<file path="config.mk">
export PLATFORM = sky130hd
export DESIGN_NAME = result_deskew_buffer
export DESIGN_NICKNAME = d
export VERILOG_FILES = /design/src/rtl/systolic_pkg.sv /design/src/rtl/result_serializer.sv /design/src/rtl/result_deskew_buffer.sv
export SDC_FILE = /design/constraint.sdc
export NUM_CORES = 1
export LEC_CHECK = 0
export CAP_MARGIN = 20
export CORE_MARGIN = 2
export CORE_UTILIZATION = 45
export CTS_CLUSTER_SIZE = 16
export DETAILED_ROUTE_END_ITERATION = 6
export GPL_TIMING_DRIVEN = 0
export PLACE_DENSITY = 0.72
export SLEW_MARGIN = 20
export SYNTH_ARGS = -nofsm -noshare
export SYNTH_HDL_FRONTEND = slang
export SYNTH_HIERARCHICAL = 1
export SYNTH_SLANG_ARGS = --single-unit
</file>
<file path="constraint.sdc">
create_clock -name clk -period 2.5 [get_ports clk]
set_input_delay 0.375 -clock clk [delete_from_list [all_inputs] [get_ports clk]]
set_output_delay 0.375 -clock clk [all_outputs]
set_load 0.05 [all_outputs]
</file>
<file path="src/rtl/systolic_pkg.sv">
// Shared types and size helpers for the systolic array edge buffers.
// Optional output clamp in result_serializer is enabled with `define OUTPUT_RELU_EN.
package systolic_pkg;

    typedef enum logic [1:0] {
        IDLE    = 2'd0,
        CAPTURE = 2'd1,
        DRAIN   = 2'd2
    } deskew_state_t;

    // Number of beats a full skewed wavefront occupies on the array edge.
    function automatic int skew_beats(input int n);
        return 2 * n - 1;
    endfunction

    function automatic int out_count(input int n);
        return n * n;
    endfunction

    // Counter width for values 0..n-1, never narrower than one bit.
    function automatic int cnt_width(input int n);
        return (n <= 1) ? 1 : $clog2(n);
    endfunction

endpackage

</file>
<file path="src/rtl/result_serializer.sv">
// Row-major read-out of the deskewed matrix over a valid/ready handshake.
// With `define OUTPUT_RELU_EN negative elements are clamped to zero on the way out.
module result_serializer
    import systolic_pkg::*;
#(
    parameter int MATRIX_SIZE = 2,
    parameter int DATA_WIDTH  = 16
) (
    input  logic                                 clk,
    input  logic                                 rstn,
    input  logic                                 i_active,
    input  logic                                 i_ready,
    input  logic signed [DATA_WIDTH-1:0]         i_elem,
    output logic [cnt_width(MATRIX_SIZE)-1:0]    o_rd_row,
    output logic [cnt_width(MATRIX_SIZE)-1:0]    o_rd_col,
    output logic                                 o_valid,
    output logic signed [DATA_WIDTH-1:0]         o_data,
    output logic                                 o_last,
    output logic                                 o_done
);

    localparam int N  = MATRIX_SIZE;
    localparam int RW = cnt_width(N);
    localparam logic [RW-1:0] LAST_IDX = RW'(N - 1);

    logic [RW-1:0]                r_row;
    logic [RW-1:0]                r_col;
    logic                         w_fire;
    logic                         w_last;
    logic signed [DATA_WIDTH-1:0] w_val;

    assign w_fire = i_active && i_ready;
    assign w_last = i_active && (r_row == LAST_IDX) && (r_col == LAST_IDX);

    // The index wraps back to 0,0 on the final transfer, ready for the next matrix.
    always_ff @(posedge clk or negedge rstn) begin
        if (!rstn) begin
            r_row <= '0;
            r_col <= '0;
        end else if (w_fire) begin
            if (r_col == LAST_IDX) begin
                r_col <= '0;
                r_row <= (r_row == LAST_IDX) ? '0 : r_row + 1'b1;
            end else begin
                r_col <= r_col + 1'b1;
            end
        end
    end

`ifdef OUTPUT_RELU_EN
    assign w_val = (i_elem < 0) ? '0 : i_elem;
`else
    assign w_val = i_elem;
`endif

    assign o_rd_row = r_row;
    assign o_rd_col = r_col;
    assign o_valid  = i_active;
    assign o_data   = i_active ? w_val : '0;
    assign o_last   = w_last;
    assign o_done   = w_fire && w_last;

endmodule

</file>
<file path="src/rtl/result_deskew_buffer.sv">
// Captures the skewed result wavefront from the array bottom edge and replays it row-major.
// Build with `define OUTPUT_RELU_EN to clamp negative outputs to zero (storage stays raw).
module result_deskew_buffer
    import systolic_pkg::*;
#(
    parameter int MATRIX_SIZE = 2,
    parameter int DATA_WIDTH  = 16
) (
    input  logic                         clk,
    input  logic                         rstn,
    input  logic                         in_valid,
    input  logic signed [DATA_WIDTH-1:0] in_row [MATRIX_SIZE-1:0],
    output logic                         in_ready,
    output logic                         out_valid,
    input  logic                         out_ready,
    output logic signed [DATA_WIDTH-1:0] out_data,
    output logic                         out_last,
    output logic                         busy
);

    localparam int N          = MATRIX_SIZE;
    localparam int SKEW_BEATS = skew_beats(N);
    localparam int BW         = cnt_width(SKEW_BEATS);
    localparam int RW         = cnt_width(N);

    deskew_state_t                r_state;
    deskew_state_t                w_next;
    logic [BW-1:0]                r_beat;
    logic signed [DATA_WIDTH-1:0] r_mem [N][N];

    logic                         w_cap;
    logic                         w_drain;
    logic                         w_last_beat;
    logic                         w_done;
    logic [RW-1:0]                w_rd_row;
    logic [RW-1:0]                w_rd_col;
    logic signed [DATA_WIDTH-1:0] w_elem;

    assign w_last_beat = (r_beat == BW'(SKEW_BEATS - 1));

    always_ff @(posedge clk or negedge rstn) begin
        if (!rstn) r_state <= IDLE;
        else       r_state <= w_next;
    end

    // IDLE treats its first valid beat as t=0, so IDLE and CAPTURE share the exit test.
    always_comb begin
        w_next = r_state;
        case (r_state)
            IDLE:    if (in_valid) w_next = w_last_beat ? DRAIN : CAPTURE;
            CAPTURE: if (in_valid && w_last_beat) w_next = DRAIN;
            DRAIN:   if (w_done) w_next = IDLE;
            default: w_next = IDLE;
        endcase
    end

    always_comb begin
        in_ready = (r_state != DRAIN);
        busy     = (r_state != IDLE);
        w_drain  = (r_state == DRAIN);
        w_cap    = in_ready && in_valid;
    end

    always_ff @(posedge clk or negedge rstn) begin
        if (!rstn)      r_beat <= '0;
        else if (w_cap) r_beat <= w_last_beat ? '0 : r_beat + 1'b1;
    end

    // Column c carries row r of the result on beat t = r + c; all other lanes are discarded.
    always_ff @(posedge clk or negedge rstn) begin
        if (!rstn) begin
            for (int r = 0; r < N; r++)
                for (int c = 0; c < N; c++)
                    r_mem[r][c] <= '0;
        end else if (w_cap) begin
            for (int r = 0; r < N; r++)
                for (int c = 0; c < N; c++)
                    if (int'(r_beat) == r + c)
                        r_mem[r][c] <= in_row[c];
        end
    end

    assign w_elem = r_mem[w_rd_row][w_rd_col];

    result_serializer #(
        .MATRIX_SIZE (MATRIX_SIZE),
        .DATA_WIDTH  (DATA_WIDTH)
    ) u_ser (
        .clk      (clk),
        .rstn     (rstn),
        .i_active (w_drain),
        .i_ready  (out_ready),
        .i_elem   (w_elem),
        .o_rd_row (w_rd_row),
        .o_rd_col (w_rd_col),
        .o_valid  (out_valid),
        .o_data   (out_data),
        .o_last   (out_last),
        .o_done   (w_done)
    );

endmodule

</file>
## Word-level counts from Yosys, hierarchy flattened

Cells that the tools add are included.
W data, S select, Z words.

- Reductions and logical operators: 14
- Add/sub/neg operators: 3
- Muxes and demuxes: 15
- Bitwise operators: 2
- $lt $le $gt $ge: 2
- Equality and inequality tests: 9

Operators with widths:

| operator | count |
|---|---|
| $mux W32 | 3 |
| $mux W16 | 4 |
| $mux W2 | 5 |
| $eq A2 B2 Y1 const B | 4 |
| $ne A2 B2 Y1 const B | 4 |
| $reduce_and A2 Y1 | 4 |
| $logic_and A1 B1 Y1 | 6 |
| $pmux W2 S3 | 1 |
| $ge A2 B2 Y1 const B | 2 |
| $logic_not A2 Y1 | 2 |
| $not A1 Y2 | 2 |
| $reduce_and A3 Y1 | 1 |
| $add A1 B1 Y1 const B | 2 |
| $add A2 B1 Y2 const B | 1 |
| $eq A2 B1 Y1 const B | 1 |
| $mux W1 | 2 |
| $reduce_bool A2 Y1 | 1 |

- Register bits after elaboration: 70
- Word-level logic and storage cells: 53

## Logic depth before layout (Yosys ltp)

- Word-level depth: 8
- Mapped depth: 5
- Gate-level depth less buffers: 5

## Modules after synthesis

The synthesis kept the hierarchy.

Modules (own cells, without submodules):

| module | times used | area an instance (um^2) | cells each |
|---|---|---|---|
| result_deskew_buffer | 1 | 2941.6 | 171 |
| result_serializer | 1 | 205.2 | 27 |

## Worst setup path after synthesis

OpenSTA, ideal clock, no wires.

- Path type: flip-flop to output port
- From: register u_ser.r_row, in the netlist u_ser/o_rd_row
- To: output port out_data[0]
- Cell stages (with the launch flop): 5
- Slack: 0.368 ns
- Data arrival time: 1.757 ns
- Path through: dfrtp_1 -> buf_2 -> buf_2 -> mux4_2 -> and2_1

- Longest elaborated chain between the ends: 8

RTL lines:

| what | RTL line | RTL |
|---|---|---|
| from (decl) | result_serializer.sv:26 | `logic [RW-1:0] r_row;` |
| from (signal assigned) | result_serializer.sv:43 | `r_row <= (r_row == LAST_IDX) ? '0 : r_row + 1'b1;` |
| $not A1 Y2 (implied by the code) | result_deskew_buffer.sv:83 | `assign w_elem = r_mem[w_rd_row][w_rd_col];` |
| $mux W32 (implied by the code) (3 in series) | result_deskew_buffer.sv:83 |  |
| $mux W16 (implied by the code) (3 in series) | result_deskew_buffer.sv:83 |  |
| net w_elem[0] | result_deskew_buffer.sv:37 | `logic signed [DATA_WIDTH-1:0] w_elem;` |
| $mux W16 | result_serializer.sv:59 | `assign o_data = i_active ? w_val : '0;` |
| to (decl) | result_deskew_buffer.sv:16 | `output logic signed [DATA_WIDTH-1:0] out_data,` |

The timed path passes the listed nets, and every way through them passes these cells. The select of a mux whose other input is x is not followed.

## Final worst setup path

- From: register u_ser.r_row, in the netlist u_ser/o_rd_row
- To: output port out_data[15]

The elaborated chain is that of the path after synthesis.

==> impl_summary.log <==
[metrics] element type at the critical path end: primary output
[metrics] vias per std cell: 5.087
[metrics] starting density of the core: 46.32%
[metrics] source-to-sink clock delay at the later pin of the worst-skew pair: 0.34 ns
[metrics] number of ports placed on the die boundary: 56
[metrics] worst reg2reg path startpoint: r_state[1]$_DFFE_PN0P_
[metrics] ys async rst share: 100.0%
[metrics] most common cell after layout, fill and taps aside: sky130_fd_sc_hd__dfrtp_1
[metrics] synthesized area per cell: 15.89 sq um
[metrics] largest net degree at the start of global routing: 55
[metrics] Syn-to-layout area delta: 29.98%
[metrics] skew final: 0.01111 ns
[metrics] Slew Viols, Final: 0
[metrics] Port Buffers: 55
[metrics] FF-to-FF setup slack: 0.46 ns
[metrics] number of flops mapped to enable cells by yosys: 0
[metrics] Setup Viol. Count Final: 0
[metrics] RePlAce Congestion: 0.7180
[metrics] setup TNS: 0 ns
[metrics] post-synthesis cell area: 3147 sq um
[metrics] CP Launch Type: flip-flop
[metrics] H-tree depth: 3
[metrics] y dimension of the die: 87.63 microns
[metrics] ys flop type: sky130_fd_sc_hd__dfrtp_1
[metrics] final count of hold timing violations: 0
[metrics] final net count: 302
[metrics] clock-pin slew on the worst setup and hold paths: 0.07 ns
[metrics] required time of the critical path: 2.12 ns
[metrics] number of maximum-capacitance violations: 0
[metrics] shortest period the worst path allows: 2.396 ns
[metrics] count of state elements after synthesis: 70
[metrics] kind of path behind the tightest hold check: primary input to async pin
[metrics] post-layout total power: 5129 uW
[metrics] DRT iter0 DRCs: 47
[metrics] count of fill cells added during filler insertion: 551
[metrics] P per Cell Area: 1254 nW/um^2
[metrics] Detailed Routing Iterations Pass 1: 4
[metrics] root buffer cell: sky130_fd_sc_hd__clkbuf_8
[metrics] via count of the first global-routing pass: 2014
[metrics] arrival time reported for the critical path endpoint: 2.02 ns
[metrics] total clock buffers created by CTS: 9
[metrics] hpwl dp: 4.265 mm
[metrics] total via count after detailed routing: 1867
[metrics] die outline width: 87.63 microns
[metrics] final WL: 6.153 mm
[metrics] final antenna-violating net count: 0
[metrics] library cells used by synthesis: 25
[metrics] sequential element share of the synthesized area: 55.67%
[metrics] area occupied by multi-input gates: 1324 sq um
[metrics] headroom to the max-slew limit: 49.82%
[metrics] area of the die: 7678 sq um
[metrics] highest clock rate: 0.4174 GHz
[metrics] clock tree buffer depth: 2
[metrics] core box area: 6794 sq um
[metrics] worst-path fanout max: 7
[metrics] RSZ-0062 raised after global routing: false
[metrics] Critical path origin: u_ser/o_rd_row$_DFFE_PN0P_
[metrics] worst-margin pin slew: 0.7495 ns
[metrics] total track usage: 18.34%
[metrics] final global-route overflow total: 0
[metrics] Avg WL per Cell: 16.77 microns
[metrics] worst reg-to-reg path cell count: 5
[metrics] post-CTS repair timing setup buffer count: 0
[metrics] endpoint of the worst register-to-register path: r_mem[60]$_DFFE_PN0P_
[metrics] yosys warns: 6
[metrics] Max IR drop VDD: 0.4644 mV
[metrics] Synthesized Nets: 234
[metrics] critical path type: flip-flop to primary output
[metrics] detailed-route DRC error count: 0
[metrics] post-route clock period utilization: 95.82%
[metrics] worst setup path endpoint: out_data[15]
[metrics] clock net sink count: 70
[metrics] CTS tree: built
[metrics] Site Rows: 30
[metrics] leakage: 0.001793 uW
[metrics] global-route wire length before repair: 10.29 mm
[metrics] initial antenna violation count: 0
[metrics] cells after synthesis: 198
[metrics] final antenna diode count: 0
[metrics] outcome: completed
[metrics] most frequent cells in the layout: sky130_fd_sc_hd__dfrtp_1, sky130_fd_sc_hd__mux2_2, sky130_fd_sc_hd__clkdlybuf4s50_1
[metrics] share of cells above drive strength 1: 46.49%
[metrics] register cell area after layout: 1753 sq um
[repair_timing]
item	4_1_cts	5_1_grt
pin swaps	0	0
hold endpoints to repair	16	0
gates resized for setup	63	4
setup endpoints to repair	16	14
hold buffers	1	0
[per-layer routing]
| layer | routed length, microns | part of all wire (%) | up-vias | global-route usage [%] |
|---|---|---|---|---|
| met5 | 0 | 0 | - | 0 |
| met4 | 134 | 2.2 | 0 | 9.650 |
| met1 | 2791 | 45 | 961 | 23.95 |
| met3 | 232 | 3.8 | 10 | 3.864 |
| li1 | - | - | 861 | - |
| met2 | 2995 | 49 | 35 | 28.99 |
[cells in the mapped netlist (2+ instances only)]
| master | count | area (sq um) |
|---|---|---|
| sky130_fd_sc_hd__dfrtp_1 | 70 | 1752 |
| sky130_fd_sc_hd__nor2_1 | 2 | 7.510 |
| sky130_fd_sc_hd__mux4_2 | 16 | 360.4 |
| sky130_fd_sc_hd__clkbuf_1 | 2 | 7.510 |
| sky130_fd_sc_hd__nand2_1 | 3 | 11.26 |
| sky130_fd_sc_hd__xnor2_1 | 2 | 17.52 |
| sky130_fd_sc_hd__mux2_2 | 64 | 720.7 |
| sky130_fd_sc_hd__buf_2 | 6 | 30.03 |
| sky130_fd_sc_hd__and2_1 | 16 | 100.1 |
| sky130_fd_sc_hd__buf_4 | 2 | 15.01 |
[where the power goes]
| part | internal, uW | switching [uW] |
|---|---|---|
| Sequential | 1710 | 309 |
| Combinational | 1170 | 730 |
| Clock | 789 | 420 |
| Total | 3670 | 1460 |
[critical path, stage by stage (launching register included)]
cell	delay, ns
sky130_fd_sc_hd__dfrtp_2	0.40
sky130_fd_sc_hd__buf_6	0.17
sky130_fd_sc_hd__mux4_2	0.52
sky130_fd_sc_hd__and2_1	0.17
sky130_fd_sc_hd__dlygate4sd2_1	0.41
[worst min-delay path by stage]
stage / start / end / slack, ns / cells past startpoint
after detailed placement: rstn / r_mem[15]$_DFFE_PN0P_ / 0.27 / 1
after CTS: rstn / r_mem[15]$_DFFE_PN0P_ / 0.43 / 2
after global routing: rstn / r_mem[47]$_DFFE_PN0P_ / 0.46 / 2
after floorplan: rstn / r_beat[0]$_DFFE_PN0P_ / 0.08 / 0
final: rstn / r_mem[20]$_DFFE_PN0P_ / 0.45 / 2
after global placement: r_mem[22]$_DFFE_PN0P_ / r_mem[22]$_DFFE_PN0P_ / 0.48 / 1
[area by class of cell]
type	count	share of cell area, %
buffer	11	2.080
clock buffer	10	3.365
clock inverter	6	3.243
inverter	2	0.1835
multi-input combinational	115	32.36
sequential	70	42.86
tap	96	2.937
timing repair buffer	57	12.97
[metrics by stage]
stage               setup slack (ns)  instance area (sq um)  std cells  hold slack [ns]  utilization [%]
floorplan                     0.3679                   3147        198          0.07941                -
global placement              -1.315                   3817        349           0.4822            56.19
detailed placement           -0.4818                   3842        350           0.2661            56.56
CTS                          0.01774                   4083        367           0.4321            60.09
global route                 0.01071                   4090        367           0.4565            60.20
finish                        0.1044                   4090        367           0.4488            60.20
[registers in the layout (all words and copies together), names as in the netlist]
signal,flops
u_ser/o_rd_row,1
u_ser/o_rd_col,1
r_mem,64
r_beat,2
r_state,2
[cells by family after synthesis]
kind of cell	share of synthesized area, %
buffers and inverters	2.266
XOR/XNOR	0.5568
multiplexers	34.35
AND/OR/NAND/NOR	6.402
flip-flops	55.67
AO/OA/AOI/OAI	0.7557
Note: power is estimated with default switching activity, not from simulation.
